--- src/rtl/pc_trace_monitor.sv ---
// Execution monitor: logs PC changes and memory writes into a first-word-fall-through
// trace FIFO, counts retired instructions and detects a stalled (halted) program counter.
module pc_trace_monitor #(
  parameter int PC_W        = 9,
  parameter int DATA_W      = 16,
  parameter int DEPTH       = 16,
  parameter int HALT_CYCLES = 16,
  parameter int CNT_W       = 16
) (
  input  logic                      clk,
  input  logic                      reset,
  input  logic [PC_W-1:0]           pc,
  input  logic                      mem_write,
  input  logic [PC_W-1:0]           mem_addr,
  input  logic [DATA_W-1:0]         mem_wdata,
  input  logic                      clear,
  input  logic                      rd_ready,
  output logic                      rd_valid,
  output logic                      rd_pc_chg,
  output logic                      rd_wr,
  output logic [PC_W-1:0]           rd_pc,
  output logic [PC_W-1:0]           rd_addr,
  output logic [DATA_W-1:0]         rd_data,
  output logic [$clog2(DEPTH):0]    occupancy,
  output logic [CNT_W-1:0]          instr_count,
  output logic                      halted,
  output logic                      overflow
);

  localparam int AW = $clog2(DEPTH);
  localparam int SW = $clog2(HALT_CYCLES);
  localparam logic [AW:0]   FULL_OCC  = (AW+1)'(DEPTH);
  localparam logic [SW-1:0] HALT_LAST = SW'(HALT_CYCLES - 1);

  localparam logic [1:0] S_INIT       = 2'd0;
  localparam logic [1:0] S_WAIT_FIRST = 2'd1;
  localparam logic [1:0] S_RUN        = 2'd2;
  localparam logic [1:0] S_HALTED     = 2'd3;

  typedef struct packed {
    logic              pc_chg;
    logic              wr;
    logic [PC_W-1:0]   pc;
    logic [PC_W-1:0]   addr;
    logic [DATA_W-1:0] data;
  } entry_t;

  entry_t          mem_q [DEPTH];
  entry_t          entry_d, head;
  logic [AW-1:0]   wr_ptr_q, wr_ptr_d, rd_ptr_q, rd_ptr_d;
  logic [AW:0]     occ_q, occ_d;
  logic [PC_W-1:0] prev_pc_q, prev_pc_d;
  logic            prev_valid_q, prev_valid_d;
  logic [CNT_W-1:0] cnt_q, cnt_d;
  logic            overflow_q, overflow_d;
  logic [1:0]      state_q, state_d;
  logic [SW-1:0]   stable_q, stable_d;
  logic            pc_chg, wr_ev, ev, full, empty, pop, push;

  always_comb begin
    pc_chg = prev_valid_q && (pc != prev_pc_q);
    wr_ev  = prev_valid_q && mem_write;
    ev     = pc_chg || wr_ev;
    full   = (occ_q == FULL_OCC);
    empty  = (occ_q == '0);
    // clear discards both the incoming event and any pop requested that cycle
    pop    = !empty && rd_ready && !clear;
    push   = ev && (!full || pop) && !clear;

    entry_d        = '0;
    entry_d.pc_chg = pc_chg;
    entry_d.wr     = wr_ev;
    entry_d.pc     = pc;
    entry_d.addr   = wr_ev ? mem_addr : '0;
    entry_d.data   = wr_ev ? mem_wdata : '0;

    wr_ptr_d     = push ? wr_ptr_q + AW'(1) : wr_ptr_q;
    rd_ptr_d     = pop  ? rd_ptr_q + AW'(1) : rd_ptr_q;
    occ_d        = occ_q + (AW+1)'(push) - (AW+1)'(pop);
    overflow_d   = overflow_q || (ev && full && !pop);
    prev_pc_d    = pc;
    prev_valid_d = 1'b1;
    cnt_d        = (pc_chg && cnt_q != '1) ? cnt_q + CNT_W'(1) : cnt_q;

    state_d  = state_q;
    stable_d = stable_q;
    case (state_q)
      S_INIT:       if (prev_valid_q) state_d = S_WAIT_FIRST;
      S_WAIT_FIRST: if (pc_chg) begin state_d = S_RUN; stable_d = '0; end
      S_RUN: begin
        if (ev)                         stable_d = '0;
        else if (stable_q == HALT_LAST) state_d  = S_HALTED;
        else                            stable_d = stable_q + SW'(1);
      end
      S_HALTED:     if (pc_chg) begin state_d = S_RUN; stable_d = '0; end
      default:      state_d = S_INIT;
    endcase

    if (clear) begin
      wr_ptr_d     = '0;
      rd_ptr_d     = '0;
      occ_d        = '0;
      overflow_d   = 1'b0;
      prev_valid_d = 1'b0;
      cnt_d        = '0;
      state_d      = S_INIT;
      stable_d     = '0;
    end
  end

  always_ff @(posedge clk) begin
    if (!reset) begin
      wr_ptr_q     <= '0;
      rd_ptr_q     <= '0;
      occ_q        <= '0;
      overflow_q   <= 1'b0;
      prev_pc_q    <= '0;
      prev_valid_q <= 1'b0;
      cnt_q        <= '0;
      state_q      <= S_INIT;
      stable_q     <= '0;
    end else begin
      wr_ptr_q     <= wr_ptr_d;
      rd_ptr_q     <= rd_ptr_d;
      occ_q        <= occ_d;
      overflow_q   <= overflow_d;
      prev_pc_q    <= prev_pc_d;
      prev_valid_q <= prev_valid_d;
      cnt_q        <= cnt_d;
      state_q      <= state_d;
      stable_q     <= stable_d;
    end
  end

  // storage is not reset; the head is masked by rd_valid so stale slots never show
  always_ff @(posedge clk) begin
    if (reset && push) mem_q[wr_ptr_q] <= entry_d;
  end

  always_comb begin
    head        = mem_q[rd_ptr_q];
    rd_valid    = !empty;
    rd_pc_chg   = rd_valid & head.pc_chg;
    rd_wr       = rd_valid & head.wr;
    rd_pc       = rd_valid ? head.pc   : '0;
    rd_addr     = rd_valid ? head.addr : '0;
    rd_data     = rd_valid ? head.data : '0;
    occupancy   = occ_q;
    instr_count = cnt_q;
    halted      = (state_q == S_HALTED);
    overflow    = overflow_q;
  end

endmodule

--- config.mk ---
export PLATFORM = sky130hd
export DESIGN_NAME = pc_trace_monitor
export DESIGN_NICKNAME = d
export VERILOG_FILES = /design/src/rtl/pc_trace_monitor.sv
export SDC_FILE = /design/constraint.sdc
export NUM_CORES = 1
export LEC_CHECK = 0
export CAP_MARGIN = 40
export CORE_MARGIN = 1.5
export CORE_UTILIZATION = 25
export CTS_CLUSTER_DIAMETER = 120
export DETAILED_ROUTE_END_ITERATION = 16
export MAX_ROUTING_LAYER = met4
export PLACE_DENSITY = 0.42
export SLEW_MARGIN = 5
export SYNTH_ARGS = -nofsm -noshare
export SYNTH_HDL_FRONTEND = slang
export SYNTH_SLANG_ARGS = --single-unit
--- constraint.sdc ---
create_clock -name clk -period 8.3 [get_ports clk]
set_clock_uncertainty 0.15 [all_clocks]
set_input_delay 1.66 -clock clk [delete_from_list [all_inputs] [get_ports clk]]
set_output_delay 1.66 -clock clk [all_outputs]
set_load 0.01 [all_outputs]
==> impl_metrics.py, run 1 <==
metrics = {
    "global_route": {
        "grt_max_degree": 87,
        "grt_pass1_wl_um": 90000,
        "grt_pass1_vias": 12465,
        "antenna_found_initial": 4,
        "grt.total_usage_pct": 12.9,
        "grt_overflow": 0,
    },
    "layout": {
        "finalInstanceArea_mm2": 0.0294,
        "final_cells": 2622,
        "final_cell_mix": "edfxtp_1 (576), mux4_2 (180), clkdlybuf4s50_1 (97)",
        "syn_to_final_growth_pct": 20.7,
        "fillers": 9298,
        "drive_gt1_share_pct": 25.1,
        "final_common_cell": "edfxtp_1",
        "nets": 1343,
    },
    "drt": {
        "post_drt_via_cell_ratio": 4.41,
        "vias": 11554,
        "drc": 0,
        "drt_first_pass_iters": 4,
        "routed_wl_um": 61400,
        "dr.first_iter.drc_count": 725,
        "detail-route-antenna-nets": 0,
        "detail_route.wl_per_cell_um": 23.4,
    },
    "clock_tree": {
        "numCtsBuffers": 71,
        "root_buffer": "clkbuf_16",
        "cts_htree_levels": 3,
        "worstSkewPairLatency_ns": 0.59,
        "cts_setup_buffers": 0,
        "postCtsHoldBufs": 0,
        "post_cts_resized": 0,
        "clock_path_buffers": 3,
        "cts.sinks": 626,
        "path_clk_slew_ns": 0.06,
        "cts_tree": "yes",
    },
    "logic_synthesis": {
        "synth-main-ff-cell": "edfxtp_1",
        "syn_area_per_cell_um2": 21.5,
        "synth_seq_cells": 626,
        "async_flop_share_pct": 0,
        "syn-cell-area_mm2": 0.0244,
        "synthesis.nets": 1187,
        "synth_area_leaders": "edfxtp_1 (71%), mux4_2 (17%), dfxtp_1 (4.1%), and2_1 (1.3%), xnor2_1 (0.86%)",
        "synth_top_area_share_pct": 71.0,
        "synth_edf_count": 576,
        "ys_seq_area_share_pct": 75.1,
        "synth_cells": 1134,
        "yosysTopAreaCell": "edfxtp_1",
        "ys_types": 43,
        "yosysWarningCount": 0,
    },
    "pwr": {
        "vdd_drop_max_mv": 0.130,
        "powerDensity_mw_per_mm2": 227,
        "leakage_nw": 9.05,
    },
    "worst_setup_path": {
        "critPathLaunchType": "register",
        "worstPathMaxFanout": 62,
        "worstSetupPathType": "register to output port",
        "end_kind": "output port",
        "crit_arrival_ns": 3.94,
        "required_ns": 6.49,
    },
    "timing": {
        "hold_viol_final": 0,
        "finalCriticalPeriod_ns": 5.75,
        "drv_slew": 0,
        "fmax_ghz": 0.174,
        "finalSetupTns_ns": 0,
        "setup_viol": 0,
        "rsz0062_at_grt": "no",
        "fin_crit_sh_pct": 69.3,
        "tightest_slew_ns": 0.829,
        "relSlewSlack_pct": 44.0,
    },
    "place": {
        "gp_congestion": 0.711,
        "dp.cells": 2493,
        "postPlaceCellArea_mm2": 0.0273,
        "dp_hpwl_um": 36900,
        "io_buffers": 98,
    },
    "run": {
        "drv_cap": 0,
    },
    "die": {
        "rows": 114,
        "core_region_area_mm2": 0.0966,
        "dieArea_mm2": 0.0993,
        "die_w_um": 315,
        "die_h_um": 315,
        "pin_count": 99,
        "start_util_pct": 25.2,
    },
    "worst_hold_path": {
        "hold_path_class": "register to register",
    },
    "status": {
        "status": "finished, final reports clean",
    },
}
## worst paths after layout
kind,startpoint,to,slack [ns],cells after the start
setup / recovery,register,rd_pc[8],2.55,6
hold / removal,stable_q[1]$_SDFFE_PP0P_,stable_q[1]$_SDFFE_PP0P_,0.37,1
setup reg to reg,occupancy[3]$_SDFF_PP0_,occupancy[4]$_SDFF_PP0_,4.32,14
hold reg to reg,stable_q[1]$_SDFFE_PP0P_,stable_q[1]$_SDFFE_PP0P_,0.37,1
## flip-flops by register name, summed over array words and instances, names as in the netlist, named ones only
name	flops
rd_ptr_q	4
wr_ptr_q	4
occupancy	5
state_q	2
mem_q	576
overflow	1
prev_pc_q	9
stable_q	4
prev_valid_q	1
instr_count	16
## cells in the mapped netlist, types with 13 or more instances
library cell and n:
nor2_1 48, mux4_2 180, nand2_1 14, dfxtp_1 50, ha_1 13, buf_2 13, and3_1 29, edfxtp_1 576
xnor2_1 24, and2_1 50, clkbuf_1 28
## cell families after synthesis
| logic type | synth area share, % |
|---|---|
| adders and majority gates | 0.750 |
| buffers and inverters | 1.38 |
| DFF | 75.1 |
| muxes | 16.8 |
| and+or+nand+nor | 4.23 |
| AOI/OAI and AO/OA | 0.627 |
| xor gates and xnor gates | 1.11 |
## metrics by stage
step                total power [mW]  util, %  setup WS, ns  hold slack, ns
finish                          6.69     30.4          2.55           0.369
global route                    6.94     30.4          2.28           0.398
CTS                             6.81     30.4          2.38           0.370
detailed placement              3.92     28.3          2.26           0.351
global placement                3.92     28.0          2.25           0.339
floorplan                       3.71        -          1.54           0.323
## power breakdown
| group | switching (mW) | internal (mW) | leakage (nW) |
|---|---|---|---|
| sequential | 0.0102 | 3.43 | 5.77 |
| clock | 1.22 | 1.63 | 1.02 |
| combinational | 0.198 | 0.192 | 2.26 |
## critical path: stages, from the launching register on
cell             delay [ns]
dfxtp_4                0.65
buf_16                 0.29
buf_12                 0.44
mux4_2                 0.60
mux4_2                 0.59
and2_1                 0.21
clkdlybuf4s50_1        0.47
## cell type report
cell class / count / area (µm²) / share of cell area [%]
sequential: 626 / 18300 / 62.3
tap: 1276 / 1600 / 5.43
timing repair buffer: 140 / 1520 / 5.16
antenna: 2 / 5.00 / 0.0170
clock buffer: 96 / 1930 / 6.58
clock inverter: 31 / 156 / 0.532
multi-input combinational: 439 / 5840 / 19.9
inverter: 12 / 45.0 / 0.153
## metal layers
layer	wire length (µm)	global-route usage [%]
met3	2450	2.60
met1	27700	16.9
met2	30200	20.7
met5	0	-
met4	1040	3.04
No activity file was read; power rests on OpenSTA's default activity.
==> run 2, diff against run 1 <==
- PLACE_DENSITY: 0.42 -> 0.43
- clock period: 8.3 -> 5 ns (I/O delays scaled with it)
==> impl_metrics.py, run 2 (synthesis gave the netlist of run 1 again) <==
metrics = {
    "status": {
        "status": "finished, final reports clean",
    },
    "timing": {
        "rsz0062_at_grt": "no",
        "hold_viol_final": 0,
        "fmax_ghz": 0.219,
        "setup_viol": 0,
        "drv_slew": 0,
        "tightest_slew_ns": 0.842,
        "finalSetupTns_ns": 0,
        "relSlewSlack_pct": 43.7,
        "fin_crit_sh_pct": 91.3,
        "finalCriticalPeriod_ns": 4.57,
    },
    "clock_tree": {
        "root_buffer": "clkbuf_16",
        "clock_path_buffers": 3,
        "cts_tree": "yes",
        "post_cts_resized": 0,
        "cts_setup_buffers": 0,
        "numCtsBuffers": 73,
        "path_clk_slew_ns": 0.06,
        "postCtsHoldBufs": 0,
        "worstSkewPairLatency_ns": 0.60,
        "cts.sinks": 626,
        "cts_htree_levels": 3,
    },
    "die": {
        "rows": 114,
        "pin_count": 99,
        "start_util_pct": 25.2,
        "dieArea_mm2": 0.0993,
        "die_w_um": 315,
        "core_region_area_mm2": 0.0966,
        "die_h_um": 315,
    },
    "worst_hold_path": {
        "hold_path_end": "overflow$_SDFF_PP0_",
        "hold_path_class": "register to register",
        "holdCritStartpoint": "overflow$_SDFF_PP0_",
        "holdPathStages": 2,
    },
    "worst_setup_path": {
        "required_ns": 3.85,
        "r2r_cells": 13,
        "path_buf_inv": 2,
        "crit_path_max_incr_delay_ns": 0.60,
        "crit_arrival_ns": 3.42,
        "path_common_cell": "mux4_2",
        "worstSetupPathType": "register to output port",
        "cp_slowest_cell": "dfxtp_4",
        "r2r_end": "occupancy[4]$_SDFF_PP0_",
        "worstPathMaxFanout": 30,
        "path_cells": "buf_12 -> mux4_2 -> mux4_2 -> and2_1 -> clkdlybuf4s50_1",
        "crit_family": "multiplexers",
        "reg2reg_slack_ns": 1.63,
        "crit_cells": 5,
        "end_kind": "output port",
        "reg2reg_from": "occupancy[2]$_SDFF_PP0_",
        "critPathLaunchType": "register",
    },
    "pwr": {
        "vdd_drop_max_mv": 0.186,
        "leakage_nw": 9.32,
        "powerDensity_mw_per_mm2": 390,
    },
    "layout": {
        "drive_gt1_share_pct": 27.2,
        "largest_reg_flops": 576,
        "syn_to_final_growth_pct": 22.4,
        "register_area_mm2": 0.0183,
        "utilization_pct": 30.9,
        "nets": 1365,
        "final_common_cell": "edfxtp_1",
        "final_cell_mix": "edfxtp_1 (576), mux4_2 (180), clkdlybuf4s50_1 (97)",
        "multiInputGateArea_mm2": 0.00584,
        "regMostFlops": "mem_q",
        "fillers": 9258,
    },
    "drt": {
        "detail_route.wl_per_cell_um": 23.9,
        "detail-route-antenna-nets": 0,
        "drc": 0,
        "drt_first_pass_iters": 4,
        "routed_wl_um": 63100,
        "vias": 11732,
        "dr.first_iter.drc_count": 855,
        "post_drt_via_cell_ratio": 4.44,
    },
    "global_route": {
        "grt_pass1_wl_um": 91800,
        "grt_pass1_vias": 12601,
        "grt_max_degree": 54,
        "antenna_found_initial": 3,
        "grt.total_usage_pct": 13.3,
        "grt_overflow": 0,
    },
    "run": {
        "drv_cap": 0,
    },
    "place": {
        "dp_hpwl_um": 36300,
        "gp_congestion": 0.737,
        "io_buffers": 98,
    },
}
==> run 2: cell count changes in the layout (fill, tap and decap cells not counted), sizes merged <==
cell / previous run / this run
clkinv: 29 / 25
bufinv: 0 / 7
inv: 14 / 15
clkbuf: 96 / 90
clkinvlp: 0 / 2
buf: 43 / 63
==> run 2: worst max-delay path by stage <==
stage | startpoint | endpoint
3_3_place_gp | pc[8] | occupancy[4]$_SDFF_PP0_
2_1_floorplan | mem_write | mem_q[0][0]$_DFFE_PP_
5_1_grt | register | rd_pc[0]
3_5_place_dp | pc[8] | mem_q[11][8]$_DFFE_PP_
4_1_cts | register | rd_addr[6]
6_report | register | rd_addr[6]
==> run 2: worst register-to-register path, delay by kind of cell (launching register included) <==
family | cells | cell delay (ns)
compound gates | 2 | 0.31
fa+ha+maj | 4 | 1.09
buf+inv | 2 | 0.12
flops | 1 | 0.33
simple gates | 5 | 1.31
==> run 2: report_power, final <==
group,switching (mW),leakage [nW],internal [mW]
clock network,2.11,1.15,3.13
logic,0.341,2.35,0.329
registers,0.0154,5.83,5.70
total,2.47,9.32,9.16
==> run 2: cell type report <==
cell class	instances	area share (%)
antenna	2	0.0168
clock buffer	90	6.52
clock inverter	37	1.36
inverter	12	0.151
multi-input combinational	439	19.6
sequential	626	61.4
tap	1276	5.35
timing repair buffer	160	5.61
==> run 2: metal layers <==
metal | routed length (µm) | up-vias | track usage (%)
li1 | - | 5044 | -
met1 | 28700 | 6332 | 17.7
met2 | 30700 | 269 | 21.1
met3 | 2590 | 87 | 2.39
met4 | 1110 | 0 | 3.06
met5 | 0 | - | -
==> run 2: metrics by stage <==
| stage | instance area, µm² | setup slack [ns] | hold WS (ns) | power, mW | std cells |
|---|---|---|---|---|---|
| floorplan | 24400 | -1.10 | 0.323 | 6.16 | 1134 |
| global placement | 27400 | 0.427 | 0.317 | 6.53 | 2511 |
| detailed placement | 27500 | 0.434 | 0.324 | 6.53 | 2513 |
| CTS | 29800 | 0.291 | 0.349 | 11.8 | 2640 |
| global route | 29800 | 0.277 | 0.400 | 12.0 | 2641 |
| finish | 29800 | 0.435 | 0.356 | 11.6 | 2642 |
==> run 3, diff against run 2 <==
- CORE_MARGIN: 1.5 -> not set
- DONT_BUFFER_PORTS: not set -> 1
- PLACE_DENSITY: 0.43 -> 0.42
==> impl_metrics.py, run 3 (synthesis gave the netlist of run 1 again) <==
metrics = {
    "status": {
        "status": "finished, final reports clean",
    },
    "run": {
        "drv_cap": 0,
    },
    "die": {
        "pin_count": 99,
        "rows": 114,
        "die_h_um": 314,
        "start_util_pct": 25.2,
        "core_region_area_mm2": 0.0966,
        "dieArea_mm2": 0.0987,
        "die_w_um": 314,
    },
    "worst_setup_path": {
        "path_buf_inv": 1,
        "worstPathMaxFanout": 30,
        "worstSetupPathType": "register to output port",
        "cp_slowest_cell": "dfxtp_4",
        "path_common_cell": "mux4_2",
        "required_ns": 3.85,
        "path_cells": "buf_12 -> mux4_2 -> mux4_2 -> and2_1",
        "crit_arrival_ns": 3.17,
        "crit_family": "multiplexers",
        "end_kind": "output port",
        "crit_path_max_incr_delay_ns": 0.77,
        "critPathLaunchType": "register",
    },
    "place": {
        "dp.cells": 2396,
        "place_ws_ns": 0.806,
        "gp_congestion": 0.695,
        "dp_hpwl_um": 35000,
        "io_buffers": 0,
    },
    "pwr": {
        "sw_frac_of_total_pct": 21.4,
        "p_seq_share_pct": 49.7,
        "leakage_nw": 8.89,
        "powerDensity_mw_per_mm2": 401,
        "vdd_drop_max_mv": 0.212,
        "pwr-share-clk_pct": 46.4,
        "p_int_mw": 9.05,
        "combPwrFrac_pct": 4.0,
        "switchingPower_mw": 2.47,
    },
    "clock_tree": {
        "root_buffer": "clkbuf_16",
        "cts_tree": "yes",
        "cts_htree_levels": 3,
        "worstSkewPairLatency_ns": 0.62,
        "cts_setup_buffers": 0,
        "postCtsHoldBufs": 0,
        "post_cts_resized": 0,
        "clock_path_buffers": 3,
        "cts.sinks": 626,
        "path_clk_slew_ns": 0.06,
        "numCtsBuffers": 73,
    },
    "global_route": {
        "grt_overflow": 0,
        "grt_pass1_vias": 12154,
        "grt_pass1_wl_um": 89100,
        "antenna_found_initial": 12,
        "grt_max_degree": 55,
        "grt.total_usage_pct": 13.1,
    },
    "timing": {
        "finalSetupTns_ns": 0,
        "fin_crit_sh_pct": 86.4,
        "hold_viol_final": 0,
        "setup_viol": 0,
        "tightest_slew_ns": 0.801,
        "finalCriticalPeriod_ns": 4.32,
        "relSlewSlack_pct": 46.6,
        "drv_slew": 0,
        "rsz0062_at_grt": "no",
        "fmax_ghz": 0.231,
        "layout_setup_ws_ns": 0.680,
    },
    "drt": {
        "detail_route.wl_per_cell_um": 24.3,
        "drt_first_pass_iters": 5,
        "dr.first_iter.drc_count": 821,
        "drc": 0,
        "post_drt_via_cell_ratio": 4.41,
        "detail-route-antenna-nets": 0,
        "vias": 11209,
        "routed_wl_um": 61800,
    },
    "layout": {
        "final_cells": 2539,
        "final_common_cell": "edfxtp_1",
        "largest_reg_flops": 576,
        "nets": 1248,
        "syn_to_final_growth_pct": 18.0,
        "drive_gt1_share_pct": 28.6,
        "utilization_pct": 29.8,
        "regMostFlops": "mem_q",
        "final_cell_mix": "edfxtp_1 (576), mux4_2 (180), clkbuf_16 (74)",
    },
    "worst_hold_path": {
        "hold_path_class": "primary input to register",
    },
}
## run 3: changes by cell type in the layout (fill, tap and decap cells not counted), sizes merged
| cell | delta |
|---|---|
| clkdlybuf4s50 | -97 |
| clkinvlp | +4 |
| buf | -20 |
| bufinv | +1 |
| diode | +5 |
| clkinv | +10 |
| clkbuf | -6 |
## run 3: area by class of cell
cell class,instances,area (µm²)
inverter,12,45.0
clock inverter,52,557
timing repair buffer,43,493
fill,9347,67800
multi-input combinational,439,5840
clock buffer,84,1890
tap,1276,1600
antenna,7,17.5
sequential,626,18300
## run 3: final timing paths
path | start | endpoint | slack, ns | cells after the start
setup / recovery | register | rd_addr[6] | 0.68 | 4
hold reg to reg | stable_q[2]$_SDFFE_PP0P_ | stable_q[2]$_SDFFE_PP0P_ | 0.37 | 1
hold / removal | pc[2] | mem_q[3][27]$_DFFE_PP_ | 0.32 | 0
setup reg to reg | occupancy[2]$_SDFF_PP0_ | mem_q[10][6]$_DFFE_PP_ | 1.44 | 9
## run 3: worst register-to-register path, delay by kind of cell (launching register included)
family                   cells  cell delay [ns]
adder cells (fa/ha/maj)      1             0.22
AND/OR/NAND/NOR              4             1.36
flip-flops                   1             0.45
buffers and inverters        4             1.00
## run 3: power groups by stage
stage / clock network, mW / logic (mW) / registers, mW
floorplan: 0 / 0.341 / 5.82
finish: 5.34 / 0.457 / 5.72
detailed placement: 0 / 0.482 / 5.84
global placement: 0 / 0.481 / 5.84
CTS: 5.51 / 0.483 / 5.73
global route: 5.71 / 0.508 / 5.72
## run 3: per-stage QoR
| step | hold slack (ns) | cell area, µm² | power, mW |
|---|---|---|---|
| 6_report | 0.325 | 28700 | 11.5 |
| 3_5_place_dp | 0.355 | 26300 | 6.32 |
| 5_1_grt | 0.286 | 28700 | 11.9 |
| 3_3_place_gp | 0.348 | 26200 | 6.32 |
| 4_1_cts | 0.280 | 28700 | 11.7 |
| 2_1_floorplan | 0.323 | 24400 | 6.16 |
## run 3: metal layers
| metal | vias up | routed length, µm | part of all wire, % | global-route usage, % |
|---|---|---|---|---|
| li1 | 4831 | - | - | - |
| met4 | 0 | 1050 | 1.7 | 3.34 |
| met5 | - | 0 | 0 | - |
| met1 | 6032 | 27100 | 44 | 17.1 |
| met3 | 81 | 3620 | 5.9 | 2.82 |
| met2 | 265 | 30100 | 49 | 20.7 |
